`config.mk`:
```
export PLATFORM = sky130hd
export DESIGN_NAME = seq_bit_serializer
export DESIGN_NICKNAME = d
export VERILOG_FILES = /design/src/rtl/seq_ser_pkg.sv /design/src/rtl/seq_bit_serializer.sv
export SDC_FILE = /design/constraint.sdc
export NUM_CORES = 1
export LEC_CHECK = 0
export ABC_AREA = 0
export ABC_CLOCK_PERIOD_IN_PS = 2500
export CORE_UTILIZATION = 49
export CTS_CLUSTER_SIZE = 10
export DETAILED_ROUTE_END_ITERATION = 16
export GPL_TIMING_DRIVEN = 0
export PLACE_DENSITY = 0.82
export SYNTH_ARGS = -nofsm -noshare
export SYNTH_HDL_FRONTEND = slang
export SYNTH_SLANG_ARGS = --single-unit
```
`constraint.sdc`:
```
create_clock -name clk -period 2.5 [get_ports clk]
set_input_delay 0.375 -clock clk [delete_from_list [all_inputs] [get_ports clk]]
set_output_delay 0.375 -clock clk [all_outputs]
set_load 0.02 [all_outputs]
```
`src/rtl/seq_ser_pkg.sv`:
```
// Shared types and helpers for the bit serializer feeding the sequence detectors.
package seq_ser_pkg;

    typedef enum logic {
        IDLE  = 1'b0,
        SHIFT = 1'b1
    } ser_state_t;

    localparam int SER_WIDTH_DEF = 8;

    // A length of 0, or anything beyond the word, means "send the whole word".
    function automatic int unsigned len_norm(input int unsigned len, input int unsigned width);
        return (len == 0 || len > width) ? width : len;
    endfunction

endpackage

```
`src/rtl/seq_bit_serializer.sv`:
```
// Parallel-to-serial feeder: valid/ready word in, one bit per enabled clock out.
// Define SER_LSB_FIRST_EN to send bit 0 first (partial lengths right-justified).
module seq_bit_serializer
    import seq_ser_pkg::*;
#(
    parameter int WIDTH = SER_WIDTH_DEF,
    parameter int CNT_W = $clog2(WIDTH + 1)
) (
    input  logic             clk,
    input  logic             rst,
    input  logic [WIDTH-1:0] s_data,
    input  logic [CNT_W-1:0] s_len,
    input  logic             s_valid,
    output logic             s_ready,
    input  logic             en,
    output logic             out_bit,
    output logic             out_valid,
    output logic             busy,
    output logic             word_done
);

    localparam logic [CNT_W-1:0] CNT_ONE = CNT_W'(1);
    localparam logic [CNT_W-1:0] CNT_TWO = CNT_W'(2);

    ser_state_t       state, state_nxt;
    logic [CNT_W-1:0] cnt, cnt_nxt;
    logic [WIDTH-1:0] sreg, sreg_nxt;
    logic             bit_nxt, vld_nxt, done_nxt;

    logic             accept;
    logic             last_bit;
    logic [CNT_W-1:0] len_load;
    logic             load_bit, head_bit;
    logic [WIDTH-1:0] load_rest, sreg_sh;

    // cnt counts the bits still to be shown, including the one on out_bit now.
    assign last_bit = (state == SHIFT) && (cnt == CNT_ONE);
    assign s_ready  = (state == IDLE) || (last_bit && en);
    assign accept   = s_valid && s_ready;
    assign busy     = (state == SHIFT);
    assign len_load = CNT_W'(len_norm(32'(s_len), 32'(WIDTH)));

`ifdef SER_LSB_FIRST_EN
    assign load_bit  = s_data[0];
    assign load_rest = {1'b0, s_data[WIDTH-1:1]};
    assign head_bit  = sreg[0];
    assign sreg_sh   = {1'b0, sreg[WIDTH-1:1]};
`else
    assign load_bit  = s_data[WIDTH-1];
    assign load_rest = {s_data[WIDTH-2:0], 1'b0};
    assign head_bit  = sreg[WIDTH-1];
    assign sreg_sh   = {sreg[WIDTH-2:0], 1'b0};
`endif

    always_comb begin
        state_nxt = state;
        cnt_nxt   = cnt;
        sreg_nxt  = sreg;
        bit_nxt   = out_bit;
        vld_nxt   = out_valid;
        done_nxt  = word_done;
        if (accept) begin
            // Loading on the last-bit edge is what keeps words gap-free.
            state_nxt = SHIFT;
            cnt_nxt   = len_load;
            sreg_nxt  = load_rest;
            bit_nxt   = load_bit;
            vld_nxt   = 1'b1;
            done_nxt  = (len_load == CNT_ONE);
        end else if (state == SHIFT && en) begin
            if (cnt == CNT_ONE) begin
                state_nxt = IDLE;
                cnt_nxt   = '0;
                sreg_nxt  = '0;
                bit_nxt   = 1'b0;
                vld_nxt   = 1'b0;
                done_nxt  = 1'b0;
            end else begin
                cnt_nxt   = cnt - CNT_ONE;
                sreg_nxt  = sreg_sh;
                bit_nxt   = head_bit;
                done_nxt  = (cnt == CNT_TWO);
            end
        end
    end

    always_ff @(posedge clk) begin
        if (rst) begin
            state     <= IDLE;
            cnt       <= '0;
            sreg      <= '0;
            out_bit   <= 1'b0;
            out_valid <= 1'b0;
            word_done <= 1'b0;
        end else begin
            state     <= state_nxt;
            cnt       <= cnt_nxt;
            sreg      <= sreg_nxt;
            out_bit   <= bit_nxt;
            out_valid <= vld_nxt;
            word_done <= done_nxt;
        end
    end

endmodule

```
==> qor.yml, run 1 <==
route:
  wl_um: 1700
  drtIter0Drc: 40
  dr.max_layer_used: "met4"
  drc_errors: 0
  num_vias: 734
  drt-met1-wl_um: 708
  vias_per_cell: 6.17
  post_drt_wl_per_cell_um: 14.3
  wl_met2_um: 832
  ant_nets: 0
  wl_met3_um: 118
  firstDrtPassIters: 4
clocking:
  cts_tree: "yes"
  h-tree-depth: 1
  cts_resized: 0
  cts.sinks: 14
  cts_buffers: 3
  clkTransAtPathRegs_ns: 0.09
  clock_path_buffers: 2
  insertion_delay_ns: 0.29
  cts_setup_buffers: 0
  cts_root_buf: "clkbuf_4"
  cts-hold-fix-buffers: 0
final_layout:
  final_util_pct: 72.8
  diodes: 0
  final_area_um2: 983
  area_delta_synth_final_pct: 32.5
  final_nets: 125
  final_common_cell: "clkdlybuf4s50_1"
  fillers: 109
  drive_gt1_share_pct: 12.5
  layout_common_cells: "20 x clkdlybuf4s50_1, 14 x dfxtp_1, 12 x nor2_1"
floorplanning:
  initial_utilization_pct: 55.0
  ios: 21
  core_mm2: 0.00135
  row_count: 13
  die_area_mm2: 0.00167
  die_x_um: 40.9
  fp.dieH_um: 40.9
critical_path:
  worst-setup-path-type: "flop to output pin"
  path_max_fanout: 4
  start_kind: "flop"
  required_ns: 2.12
  arrival_ns: 1.86
  worstSetupEndpointType: "output pin"
  worst_path_largest_cell_delay_ns: 0.59
  cp_cell_sequence: "inv_1 -> ha_1 -> nand4bb_4 -> nand2_1 -> clkdlybuf4s50_1"
  crit_slowest_cell: "clkdlybuf4s50_1"
timing:
  hold_viol_final: 0
  timing.final.crit_share_pct: 89.2
  timing.final.ws_setup_ns: 0.269
  fmax_ghz: 0.448
  period_needed_ns: 2.23
  skew_ns: 0.0130
  drv_slew: 0
  setup_viol: 0
  tightest_slew_ns: 0.423
  rsz0062_at_grt: "no"
  fin_setup_tns_ns: 0
  relSlewSlack_pct: 71.8
global_routing:
  grtUsageTotal_pct: 24.8
  grt_max_degree: 11
  grt_pass1_vias: 641
  antenna_found_initial: 0
  overflow: 0
  grt_pass1_wl_um: 2620
power:
  p_leak_nw: 0.369
  ir_drop_mv: 0.318
  powerDensity_mw_per_mm2: 549
synthesis:
  synth_cell_type_count: 31
  netlist_area_um2: 742
  yosys_warnings: 0
  synth_ff_type: "dfxtp_1"
  synth_edf_count: 0
  async_flop_share_pct: 0
  ys_seq_elements: 14
  syn_nets: 100
  ys_seq_area_share_pct: 37.8
  syn_inst: 81
  syn_avg_cell_area_um2: 9.16
worst_hold_path:
  min_path_type: "flop to flop"
placement:
  place_congestion: 0.795
  hpwl_um: 1300
  dp_slack_ns: 0.315
  placedInstanceArea_um2: 961
  io_buffers: 20
job:
  cap_violations: 0
status:
  status: "complete, no violations"
[metrics by stage]
step,instances,power [mW],hold WS (ns)
after floorplan,81,0.352,0.443
after global placement,116,0.410,0.481
after detailed placement,116,0.416,0.489
after CTS,119,0.536,0.501
after global routing,119,0.566,0.511
final,119,0.540,0.496
[flip-flops by register name, summed over array words and instances, names as in the netlist]
| name | count |
|---|---|
| sreg | 7 |
| cnt | 4 |
| busy | 1 |
| out_bit | 1 |
| word_done | 1 |
[final timing paths]
check / start / endpoint / slack [ns] / depth (start not counted)
worst max-delay path: cnt[1] / s_ready / 0.27 / 5
worst min register to register: out_bit / out_bit / 0.50 / 2
worst min-delay path: out_bit / out_bit / 0.50 / 2
worst max register to register: cnt[1] / word_done / 0.73 / 7
[critical path, delay by kind of cell, from the launching register on]
kind / cells / cell delay [ns]
buf+inv: 2 / 0.69
flops: 1 / 0.34
fa+ha+maj: 1 / 0.29
simple gates: 2 / 0.25
[report_power, final]
part	internal [mW]	total [mW]	leakage [nW]	switching [mW]
Sequential	0.242	0.255	0.115	0.0133
Combinational	0.0790	0.156	0.239	0.0769
Clock	0.0559	0.129	0.0138	0.0727
Total	0.377	0.540	0.369	0.163
[synth_stat cells (2+ instances only)]
master / n / share of area (%)
ha_1: 3 / 5.1
nand4_1: 2 / 1.7
inv_1: 3 / 1.5
nand2_1: 4 / 2.0
nor2_1: 12 / 6.1
nand3_1: 2 / 1.3
buf_4: 2 / 2.0
a222oi_1: 5 / 6.7
a21oi_1: 4 / 2.7
a31oi_1: 3 / 2.5
nor3_1: 4 / 2.7
a221oi_1: 4 / 4.7
dfxtp_1: 14 / 38
nor2b_1: 2 / 1.7
[logic make-up (layout without fill, tap and decap cells)]
group                    after synthesis  count (layout)  share of synthesized area (%)
buffers and inverters                  8              31                           6.24
adder cells (fa/ha/maj)                3               3                           5.06
flip-flops                            14              14                           37.8
AND/OR/NAND/NOR                       33              33                           25.1
AO/OA/AOI/OAI                         23              23                           25.8
[layer usage]
layer	GRT usage [%]	vias to the layer above
li1	-	354
met4	15.0	0
met5	0	-
met2	39.5	34
met3	5.98	7
met1	29.9	339
[area by class of cell]
type                            count  area (um2)  area share [%]
Buffer                              5        35.0            3.56
Clock buffer                        3        22.5            2.29
Inverter                            3        11.3            1.15
Multi-Input combinational cell     59         415            42.2
Sequential cell                    14         280            28.5
Tap cell                           15        18.8            1.91
Timing Repair Buffer               20         200            20.4
Note: power is estimated with default switching activity, not from simulation.
==> inputs of run 2 (changes only) <==
Settings changed: CTS_CLUSTER_SIZE 10 to 12.
==> results of run 2 <==
Final layout, timing and power as in run 1 (identical DEF).
==> inputs of run 3 (changes only) <==
Settings changed: GPL_TIMING_DRIVEN 0 to not set, PLACE_DENSITY 0.82 to 0.93.
==> run 3 against run 2 <==
Against the previous run: die area unchanged; clock power decreased by 3%; worst setup slack improved by 0.026 ns; first-iteration DRC count decreased by 28%; via count decreased by 4.8%; final cell count decreased by 3.4%; non-clock buffer count decreased by 4; total power decreased by 2.6%; flip-flop and latch count unchanged; register-to-register slack improved by 0.02 ns; critical path depth unchanged; sequential share of layout area increased by 0.82 points; critical endpoint unchanged; largest power group unchanged.
==> qor.yml, run 3 (synthesized netlist as in run 1, its figures left out) <==
status:
  status: "complete, no violations"
floorplanning:
  fp.dieH_um: 40.9
  die_area_mm2: 0.00167
  initial_utilization_pct: 55.0
  die_x_um: 40.9
  core_mm2: 0.00135
  row_count: 13
  ios: 21
final_layout:
  layout_common_cells: "20 x clkdlybuf4s50_1, 14 x dfxtp_1, 12 x nor2_1"
  final_nets: 121
  final_area_um2: 956
  drive_gt1_share_pct: 10.0
  final_common_cell: "clkdlybuf4s50_1"
  area_delta_synth_final_pct: 28.8
  final_util_pct: 70.8
  fillers: 112
  reg_top3: "sreg: 7 flops, cnt: 4 flops"
  largest_register: "sreg"
  largest_register_ffs: 7
  stdcell_count: 115
  diodes: 0
global_routing:
  grt_pass1_vias: 565
  grt_max_degree: 15
  overflow: 0
  grt-busiest-layer: "met2"
  grt_pass1_wl_um: 2300
  use_met3_pct: 4.89
  grtUsageMet1_pct: 26.2
  met2_usage_pct: 35.5
  antenna_found_initial: 0
  grtUsageTotal_pct: 21.9
timing:
  tightest_slew_ns: 0.529
  timing.final.ws_setup_ns: 0.295
  fin_setup_tns_ns: 0
  drv_slew: 0
  hold_viol_final: 0
  skew_ns: 0.00577
  fmax_ghz: 0.454
  timing.final.crit_share_pct: 88.2
  relSlewSlack_pct: 64.6
  setup_viol: 0
  period_needed_ns: 2.20
  hold_ws_ns: 0.490
  rsz0062_at_grt: "no"
route:
  num_vias: 699
  vias_per_cell: 6.08
  ant_nets: 0
  wl_um: 1550
  firstDrtPassIters: 5
  post_drt_wl_per_cell_um: 13.5
  drtIter0Drc: 29
  drc_errors: 0
worst_hold_path:
  min_path_cells: 2
  min_path_type: "flop to flop"
placement:
  io_buffers: 20
  dp.cells: 112
  hpwl_um: 1170
  placedInstanceArea_um2: 933
  dp_slack_ns: 0.330
  place_congestion: 0.764
power:
  power_mw: 0.526
  powerDensity_mw_per_mm2: 550
  ir_drop_mv: 0.359
  p_leak_nw: 0.352
critical_path:
  start_kind: "flop"
  r2r_cells: 6
  worst-setup-path-type: "flop to output pin"
  worstSetupEndpointType: "output pin"
  arrival_ns: 1.83
  required_ns: 2.12
  path_max_fanout: 4
clocking:
  cts.sinks: 14
  clkTransAtPathRegs_ns: 0.08
  cts-hold-fix-buffers: 0
  insertion_delay_ns: 0.28
  cts_tree: "yes"
  h-tree-depth: 1
  clock_path_buffers: 2
  cts_root_buf: "clkbuf_4"
  cts_resized: 0
  cts_setup_buffers: 0
  cts_buffers: 3
job:
  cap_violations: 0
run 3: worst max-delay path: stages (launching register included):
cell and delay [ns]:
dfxtp_1 0.33, inv_1 0.10, ha_1 0.28, nand4bb_4 0.15, nand2_1 0.09, clkdlybuf4s50_1 0.59
run 3: final cells by class:
class                      instances  area, um2  area share (%)
clock buffer                       3       22.5            2.36
inverter                           3       11.3            1.18
multi-input combinational         59        415            43.5
sequential                        14        280            29.3
tap                               15       18.8            1.96
timing repair buffer              21        208            21.7
run 3: path summary, 6_finish.rpt:
kind	from	to	slack (ns)
worst max-delay path	cnt[1]	s_ready	0.30
worst min register to register	out_bit	out_bit	0.49
worst max register to register	cnt[1]	cnt[0]	0.75
worst min-delay path	out_bit	out_bit	0.49
run 3: metal layers:
layer  wire length [um]  part of all wire, %  vias to the layer above
met2                810                   52                       20
met1                665                   43                      330
met4                 12                 0.77                        0
li1                   -                    -                      347
met5                  0                    0                        -
met3                 62                  4.0                        2
run 3: report_power, final:
part,switching (mW),internal (mW)
clock network,0.0694,0.0558
logic,0.0698,0.0737
registers,0.0151,0.242
